## config.mk

```make
export PLATFORM = sky130hd
export DESIGN_NAME = piso_tx_flat
export DESIGN_NICKNAME = d
export VERILOG_FILES = /design/src/rtl/piso_tx_if.sv /design/src/rtl/piso_tx.sv /design/src/flat_wrapper.sv
export SDC_FILE = /design/constraint.sdc
export NUM_CORES = 1
export LEC_CHECK = 0
export CORE_MARGIN = 10
export CORE_UTILIZATION = 47
export DETAILED_ROUTE_END_ITERATION = 7
export PLACE_DENSITY = 0.76
export SLEW_MARGIN = 20
export SYNTH_ARGS = -nofsm -noshare
export SYNTH_HDL_FRONTEND = slang
export SYNTH_SLANG_ARGS = --single-unit
export TNS_END_PERCENT = 10
```

## constraint.sdc

```tcl
create_clock -name cl -period 1.7 [get_ports cl]
set_input_delay 0.34 -clock cl [delete_from_list [all_inputs] [get_ports cl]]
set_output_delay 0.34 -clock cl [all_outputs]
set_load 0.1 [all_outputs]
```

## src/rtl/piso_tx_if.sv

```systemverilog
// piso_tx_if: load/ready handshake and serial output bundle of the transmitter
interface piso_tx_if #(parameter int WIDTH = 8);
  logic [WIDTH-1:0] din;
  logic             load;
  logic             ready;
  logic             out;
  logic             out_valid;
  logic             done;
  modport master (output din, load, input ready, out, out_valid, done);
  modport slave  (input din, load, output ready, out, out_valid, done);
endinterface

```

## src/rtl/piso_tx.sv

```systemverilog
// piso_tx: parallel-in serial-out transmitter with gapless back-to-back words
module piso_tx #(
  parameter int WIDTH     = 8,
  parameter bit MSB_FIRST = 1'b1
) (
  input logic       cl,
  input logic       res,
  piso_tx_if.slave  bus
);
  localparam int CW = $clog2(WIDTH);
  typedef enum logic {IDLE, SHIFT} state_t;
  state_t           r_state, w_next;
  logic [CW-1:0]    r_cnt;
  logic [WIDTH-1:0] r_sr;
  logic             w_last, w_ready, w_accept;
  logic [WIDTH-1:0] w_shifted;
  assign w_last    = (r_state == SHIFT) && (r_cnt == CW'(WIDTH - 1));
  assign w_ready   = (r_state == IDLE) || w_last;
  assign w_accept  = bus.load && w_ready;
  assign w_shifted = MSB_FIRST ? {r_sr[WIDTH-2:0], 1'b0} : {1'b0, r_sr[WIDTH-1:1]};
  // state register
  always_ff @(posedge cl)
    r_state <= res ? IDLE : w_next;
  // next state: a load accepted in IDLE or on the last bit keeps shifting
  always_comb
    w_next = (w_accept || (r_state == SHIFT && !w_last)) ? SHIFT : IDLE;
  // shift register and bit counter; a new word is captured only when ready
  always_ff @(posedge cl)
    if (res) begin
      r_sr  <= '0;
      r_cnt <= '0;
    end else if (w_accept) begin
      r_sr  <= bus.din;
      r_cnt <= '0;
    end else if (r_state == SHIFT) begin
      r_sr  <= w_shifted;
      r_cnt <= w_last ? '0 : r_cnt + 1'b1;
    end
  // outputs: serial line decoded from registered state only, held low when idle
  always_comb begin
    bus.out_valid = (r_state == SHIFT);
    bus.out       = bus.out_valid && (MSB_FIRST ? r_sr[WIDTH-1] : r_sr[0]);
    bus.done      = w_last;
    bus.ready     = w_ready;
  end
endmodule

```

## src/flat_wrapper.sv

```systemverilog
// flat-port wrapper written by rule: the top's interface ports become plain ports
module piso_tx_flat 
#(
  parameter int WIDTH     = 8,
  parameter bit MSB_FIRST = 1'b1
)
  (cl, res, bus_din, bus_load, bus_ready, bus_out, bus_out_valid, bus_done);
  piso_tx_if #(.WIDTH(WIDTH)) bus_i ();
  input logic cl;
  input logic res;
  input wire logic [$bits(bus_i.din)-1:0] bus_din;
  input wire logic [$bits(bus_i.load)-1:0] bus_load;
  output wire logic [$bits(bus_i.ready)-1:0] bus_ready;
  output wire logic [$bits(bus_i.out)-1:0] bus_out;
  output wire logic [$bits(bus_i.out_valid)-1:0] bus_out_valid;
  output wire logic [$bits(bus_i.done)-1:0] bus_done;
  assign bus_i.din = bus_din;
  assign bus_i.load = bus_load;
  assign bus_ready = bus_i.ready;
  assign bus_out = bus_i.out;
  assign bus_out_valid = bus_i.out_valid;
  assign bus_done = bus_i.done;
  piso_tx #(.WIDTH(WIDTH), .MSB_FIRST(MSB_FIRST)) u_core (.cl(cl), .res(res), .bus(bus_i));
endmodule
```

Yosys cells after proc, flatten, opt, wreduce, memory -nomap -nowiden
Index checks and enable logic that the tools add are counted.
{"block": "classes", "addsub": 1, "n_eq_ne": 1, "mux": 4, "bitwise": 1, "n_reduce_logical": 9}
{"op": "$mux W8", "n": 2}
{"op": "$logic_and A1 B1 Y1", "n": 4}
{"op": "$add A3 B1 Y3 const B", "n": 1}
{"op": "$eq A3 B3 Y1 const B", "n": 1}
{"op": "$mux W3", "n": 1}
{"op": "$logic_or A1 B1 Y1", "n": 2}
{"op": "$reduce_bool A2 Y1", "n": 1}
{"op": "$reduce_or A2 Y1", "n": 1}
{"op": "$logic_not A1 Y1", "n": 1}
{"op": "$mux W1", "n": 1}
{"op": "$not A1 Y1", "n": 1}
{"block": "word_totals", "ff_bits": 12, "input_bits": 11, "output_inout_bits": 4, "elab_cells": 19}

Logic depth before layout (Yosys ltp)
Gate-level depths: netlist of run 1.
{"block": "depth", "ltp_word": 6, "mapped_depth": 6, "ltp_nobuf": 6}

Worst setup path before layout of run 1
Ideal clock, no wire load.
{"block": "synth_timing", "path_kind": "register -> output", "start": "register u_core.r_state (netlist: u_core.bus.out_valid)", "end": "output bus_done", "arrival_time_ns": 1.867, "t_required_ns": 1.360, "slack_ns": -0.507, "stages_incl_launch_ff": 2, "path_buffers": 0, "cell_sequence": "dfxtp_1 and2_1"}
{"block": "synth_via", "elab_chain_cells": 1}
{"element": "start: declaration", "line": "piso_tx.sv:12", "text": "state_t r_state, w_next;"}
{"element": "start signal: assignment", "line": "piso_tx.sv:23", "text": "r_state <= res ? IDLE : w_next;"}
{"element": "$logic_and A1 B1 Y1", "line": "piso_tx.sv:17", "text": "assign w_last = (r_state == SHIFT) && (r_cnt == CW'(WIDTH - 1));"}
{"element": "end: declaration", "line": "flat_wrapper.sv:16", "text": "output wire logic [$bits(bus_i.done)-1:0] bus_done;"}
Every way passes these cells.

Worst setup path in the final report of run 1
{"block": "layout_timing", "start": "register u_core.r_cnt[1]", "end": "output bus_ready"}
{"block": "layout_via", "elab_chain_cells": 3}
{"element": "start: declaration", "line": "piso_tx.sv:13", "text": "logic [CW-1:0] r_cnt;"}
{"element": "start signal: assignment", "line": "piso_tx.sv:37", "text": "r_cnt <= w_last ? '0 : r_cnt + 1'b1;"}
{"element": "$eq A3 B3 Y1", "line": "piso_tx.sv:17"}
{"element": "$logic_and A1 B1 Y1", "line": "piso_tx.sv:17"}
{"element": "$logic_or A1 B1 Y1", "line": "piso_tx.sv:18", "text": "assign w_ready = (r_state == IDLE) || w_last;"}
{"element": "end: declaration", "line": "flat_wrapper.sv:13", "text": "output wire logic [$bits(bus_i.ready)-1:0] bus_ready;"}
Every way passes these cells.

==> results of run 1 <==
flip-flops by register name, summed over array words and instances (netlist names):
signal	flops
u_core.r_sr	8
u_core.r_cnt	3
u_core.bus.out_valid	1
cell usage after synthesis (all sizes together):
master / count / area share, %
nor2: 14 / 8.4
dfxtp: 12 / 36
inv: 1 / 0.95
a22oi: 2 / 2.3
a211oi: 7 / 13
a32oi: 1 / 1.3
nor4: 7 / 13
or2: 1 / 0.95
and2b: 1 / 1.5
and2: 2 / 1.9
ha: 2 / 3.8
nor3b: 7 / 8.0
mux2i: 1 / 1.5
buf: 5 / 6.4
cell families after synthesis:
family,count (synthesis),share of synthesized area [%]
AOI/OAI and AO/OA,10,16.89
muxes,1,1.518
and+or+nand+nor,32,33.97
adders and majority gates,2,3.794
buffers and inverters,6,7.399
DFF,12,36.43
power by group through the flow:
stage	clock (W)	combinational (W)	sequential [W]
after detailed placement	0	0.000187	0.000324
after CTS	0.000231	0.000196	0.000318
after global routing	0.000245	0.000208	0.000321
final	0.000232	0.000195	0.000319
after floorplan	0	0.000118	0.000332
after global placement	0	0.000185	0.000323
worst reg2reg max path, cell delays in order, from the launching register on:
cell,delay [ns]
dfxtp_2,0.34
ha_4,0.16
ha_4,0.14
and2b_4,0.28
inv_8,0.04
buf_4,0.17
a211oi_2,0.26
nor4_2,0.08
area by class of cell:
type,count,area [um^2]
inverters,1,11.26
repair buffers,21,232.7
fillers,104,376.6
multi-input cells,45,397.9
well taps,15,18.77
flip-flops and latches,12,244.0
clock buffers,4,36.28
layer usage:
metal  up-vias  routed length, um  part of all wire, %
met1       258                608                   42
met5         -                  0                    0
met4         0                 27                  1.9
met3         4                 83                  5.8
met2        14                720                   50
li1        272                  -                    -
through the flow:
step | instances | TNS (ns) | instance area, um^2 | util, % | setup slack (ns)
floorplan | 63 | 0 | 663.1 | - | 0.1017
global placement | 92 | -0.06946 | 857.1 | 65.05 | -0.02294
detailed placement | 92 | -0.3349 | 857.1 | 65.05 | -0.06054
CTS | 98 | -0.02284 | 940.9 | 71.41 | -0.02284
global route | 98 | -0.05488 | 940.9 | 71.41 | -0.05488
finish | 98 | -0.03085 | 940.9 | 71.41 | -0.03085
path summary, 6_finish.rpt:
check | endpoint | slack, ns | depth (start not counted)
setup / recovery | bus_ready | -0.03 | 5
hold / removal | u_core.r_sr[0]$_SDFFE_PP0P_ | 0.51 | 2
setup reg to reg | u_core.r_sr[1]$_SDFFE_PP0P_ | 0.14 | 7
hold reg to reg | u_core.r_sr[0]$_SDFFE_PP0P_ | 0.51 | 2
repair_timing:
item	CTS	global route
gates cloned	0	0
gates resized for setup	8	0
endpoints found under the setup margin	2	1
buffers inserted	2	0
pin swaps	1	0
==> flow_summary.yaml, run 1 <==
setup_path:
  crit_top_cell: "ha_4"
  startpoint: "u_core.r_cnt[1]$_SDFFE_PP0P_"
  endpoint_kind: "output port"
  start_kind: "register"
  critPathMaxFanout: 2
  cp_cell_sequence: "ha_4 > ha_4 > and2b_4 > inv_8 > buf_12"
  crit_slowest_cell: "dfxtp_2"
  crit_required_ns: 1.36
  cp_top_family: "flip-flops"
  critPathMaxStageDelay_ns: 0.34
  cp.arrival_ns: 1.39
  critPathBufInv: 2
  path_class: "register to output port"
  r2r-start: "u_core.r_cnt[1]$_SDFFE_PP0P_"
placed_design:
  gp_congestion: 0.7154
  port_buffers: 14
  hpwl_um: 1009
floorplanning:
  die_width_um: 57.46
  die-area_mm2: 0.003301
  start_util_pct: 50.05
  die_h_um: 57.46
  ios: 15
  design.core.area_mm2: 0.001318
  fp-row-count: 13
cells_and_area:
  antennaDiodeCount: 0
  syn_to_final_growth_pct: 42.69
  mostFrequentLayoutCells: "nor2_1, clkdlybuf4s50_1, dfxtp_1"
  layout.nets: 97
  layout-drive-gt1-share_pct: 46.99
  mostFrequentLayoutCell: "nor2_1"
detailed_routing:
  wirelength_um: 1439
  wl_per_cell_um: 14.68
  antenna_left: 0
  num_vias: 548
  route.detailed.drc: 0
  drt-initial-drc-count: 13
  firstDrtPassIters: 4
  routed_via_density: 5.592
grt:
  antenna_found_initial: 0
  use_met2_pct: 14.72
  first_global_vias: 528
  use_met1_pct: 10.41
  use_met3_pct: 2.655
  grt_pass1_wl_um: 2435
  grt_usage_pct: 8.979
  grt_max_degree: 15
  grt_overflow_total: 0
  grt_busiest_layer: "met2"
power_and_ir_drop:
  internal_power_w: 0.0005258
  p_comb_share_pct: 26.2
  sw_frac_of_total_pct: 29.48
  p_clk_share_pct: 31.1
  peakVddDrop_uv: 611.2
  leakagePower_nw: 0.3415
  p_per_area_mw_per_mm2: 792.4
  p_switching_w: 0.0002198
  power_w: 0.0007456
  p_seq_share_pct: 42.7
min_path:
  hp-start: "u_core.r_sr[0]$_SDFFE_PP0P_"
  hp-class: "register to register"
yosys:
  synth_area_um2: 659.4
  syn-num-nets: 76
  seq_area_frac_synth_pct: 36.43
  avgSynthCellArea_um2: 10.47
  ys_seq_elements: 12
  ys_warn_count: 0
  synth.distinct_cells: 17
  synth_cells: 63
clocking:
  ctsHoldBuffers: 0
  htreeDepth: 1
  cts_buffers: 3
  cts.sinks: 12
  cts_tree: "yes"
  insertion_delay_ns: 0.28
  clock_path_buffers: 2
  cts.clk_slew.worst_paths_ns: 0.08
  cts-root-buf: "clkbuf_4"
status:
  status: "complete, but fails checks"
  failed_checks: "negative setup slack"
sta:
  timing.fmax_mhz: 577.8
  final-hold-violation-count: 0
  post-route-min-period_ns: 1.731
  clock_skew_ns: 0.001644
  final_min_period_over_clock_period_pct: 101.8
  setup_viol: 1
  setup_ws_ns: -0.03085
  relSlewSlack_pct: 60.48
  slew_viol_final: 0
  worst_pin_slew_ns: 0.5921
  hold-worst-slack_ns: 0.5124
  rsz0062_at_grt: "true"
job:
  maxCapViolations: 0
Note: power is estimated with default switching activity, not from simulation.
==> run 2: changes to the inputs <==
Settings changed: TNS_END_PERCENT 10 to 20.
==> results of run 2 <==
No change in the layout: final DEF, timing and power equal those of run 1.
==> run 3: changes to the inputs <==
Settings changed: ABC_AREA set to 1, GPL_ROUTABILITY_DRIVEN set to 0, PLACE_DENSITY 0.76 to 0.78.
==> run 3 against run 2 <==
The run now ends clean; combinational power fell by 12%; register-to-register slack improved by 0.16 ns; sequential share of layout area rose by 0.46 points; first-iteration DRC count fell by 38%; fmax rose by 5.8%; sequential power barely moved; critical path depth did not move; setup slack improved by 0.095 ns; synthesized cell count rose by 54%; area after synthesis rose by 0.57%; power fell by 2.7%; clock power rose by 3%.
==> flow_summary.yaml, run 3 <==
yosys:
  ys_seq_elements: 12
  seq_area_frac_synth_pct: 36.23
  ys_warn_count: 0
  synth_top_cells_by_area: "dfxtp_1, nor2_1, nand2_1, nand3_1, inv_1"
  synth.most_common_cell: "nor2_1"
  yosys.area_share.simple_pct: 30.00
  yosysTopAreaCell: "dfxtp_1"
  synth.top_cells.by_count: "nor2_1, nand2_1, inv_1, dfxtp_1, nand3_1"
  synth_compound_area_share_pct: 14.72
  synthMuxAreaShare_pct: 0
  synth-adder-area-share_pct: 3.774
  synth_ff_type: "dfxtp_1"
  synth_top_family_by_area: "simple AND/OR/NAND/NOR gates"
  synth_area_um2: 663.1
  synth_cells: 97
  synth-edff-count: 0
  avgSynthCellArea_um2: 6.836
  synth-async-reset-ratio_pct: 0
  synth_xor_area_share_pct: 0
  netlist.area_leader.share_pct: 36.23
  syn-num-nets: 110
  synth.distinct_cells: 15
setup_path:
  cp.arrival_ns: 1.30
  critPathMaxFanout: 2
  crit_required_ns: 1.36
  start_kind: "register"
  endpoint_kind: "output port"
  path_class: "register to output port"
clocking:
  clock_path_buffers: 2
  cts.sinks: 12
  htreeDepth: 1
  cts_buffers: 3
  ctsHoldBuffers: 0
  cts_tree: "yes"
  cts.clk_slew.worst_paths_ns: 0.08
  insertion_delay_ns: 0.28
  cts-root-buf: "clkbuf_4"
detailed_routing:
  wl_per_cell_um: 11.06
  num_vias: 629
  drt-initial-drc-count: 8
  antenna_left: 0
  routed_via_density: 4.838
  wirelength_um: 1438
  firstDrtPassIters: 4
  route.detailed.drc: 0
sta:
  final-hold-violation-count: 0
  worst_pin_slew_ns: 0.2778
  fin_tns_setup_ns: 0
  rsz0062_at_grt: "false"
  relSlewSlack_pct: 81.48
  setup_viol: 0
  slew_viol_final: 0
  hold-worst-slack_ns: 0.4937
  clock_skew_ns: 0.0002789
  post-route-min-period_ns: 1.636
  final_min_period_over_clock_period_pct: 96.24
  timing.fmax_mhz: 611.2
placed_design:
  port_buffers: 14
  hpwl_um: 1008
  placed_area_um2: 837.1
  place_inst: 123
cells_and_area:
  syn_to_final_growth_pct: 39.43
  layout.nets: 129
  top_register: "u_core.r_sr"
  mostFrequentLayoutCells: "nor2_1, nand2_1, inv_1"
  mostFrequentLayoutCell: "nor2_1"
  antennaDiodeCount: 0
  fin_util_pct: 70.18
  layout-drive-gt1-share_pct: 23.48
  final_cell_count_no_fill: 130
  largest_reg_flops: 8
  fin_area_um2: 924.6
floorplanning:
  die_width_um: 57.56
  start_util_pct: 50.33
  fp-row-count: 13
  die-area_mm2: 0.003313
  design.core.area_mm2: 0.001318
  ios: 15
  die_h_um: 57.56
grt:
  grt_pass1_wl_um: 2394
  antenna_found_initial: 0
  first_global_vias: 590
  grt_usage_pct: 8.924
  grt_max_degree: 17
  grt_overflow_total: 0
power_and_ir_drop:
  p_per_area_mw_per_mm2: 784.3
  leakagePower_nw: 0.3996
  peakVddDrop_uv: 477.8
status:
  status: "complete, no violations"
min_path:
  hp-class: "register to register"
job:
  maxCapViolations: 0
run 3: cell count changes after synthesis, moves of 3 or more:
| cell | delta |
|---|---|
| a21oi_1 | +9 |
| nor4_2 | -7 |
| inv_2 | +3 |
| nor2_1 | +4 |
| a211oi_2 | -7 |
| nand2_1 | +15 |
| nor3b_1 | -7 |
| o21ai_1 | +7 |
| inv_1 | +13 |
| nand3_1 | +10 |
run 3: layout make-up:
type	instances	area [um^2]
inverter	16	67.56
fill	113	392.9
multi-input combinational	65	347.8
sequential	12	244.0
tap	15	18.77
clock buffer	4	36.28
timing repair buffer	18	210.2
run 3: per-layer routing:
metal | up-vias | share of wire [%] | wire length, um | track usage (%)
met5 | - | 0 | 0 | 0
met4 | 0 | 0 | 0 | 2.685
met3 | 0 | 5.3 | 76 | 5.088
met2 | 15 | 50 | 721 | 14.88
met1 | 274 | 44 | 639 | 9.257
li1 | 340 | - | - | -
run 3: path summary, 6_finish.rpt:
path | to | startpoint | depth (start not counted) | slack, ns
worst max-delay path | bus_done | u_core.r_cnt[0]$_SDFFE_PP0P_ | 5 | 0.06
worst min-delay path | u_core.r_sr[0]$_SDFFE_PP0P_ | u_core.r_sr[0]$_SDFFE_PP0P_ | 2 | 0.49
worst min register to register | u_core.r_sr[0]$_SDFFE_PP0P_ | u_core.r_sr[0]$_SDFFE_PP0P_ | 2 | 0.49
worst max register to register | u_core.r_sr[2]$_SDFFE_PP0P_ | u_core.r_cnt[0]$_SDFFE_PP0P_ | 9 | 0.30
run 3: per-stage QoR:
step | setup WS [ns] | total power, W
final | 0.06394 | 0.0007252
after global routing | 0.002241 | 0.0007593
after CTS | 0.009297 | 0.0007311
after detailed placement | 0.1931 | 0.0004846
after global placement | 0.2314 | 0.0004823
after floorplan | 0.09785 | 0.0004348
run 3: report_power, final:
group	switching (W)	internal, W	leakage (nW)
Clock	0.000108	0.000130	0.0210
Sequential	0.0000157	0.000301	0.0999
Combinational	0.0000971	0.0000738	0.279
run 3: worst max-delay path, cell delays in order (launching register included):
cell and delay, ns:
dfxtp_2 0.33, ha_2 0.19, ha_4 0.16, nand2_2 0.08, clkinvlp_4 0.09, buf_12 0.17
run 3: what timing repair did:
item	4_1_cts	5_1_grt
buffers inserted	2	1
resized for setup	4	3
endpoints found under the setup margin	2	2
run 3: kinds of logic after synthesis:
family                   Yosys count
flip-flops                        12
buffers and inverters             20
AO/OA/AOI/OAI                     18
adder cells (fa/ha/maj)            2
AND/OR/NAND/NOR                   45
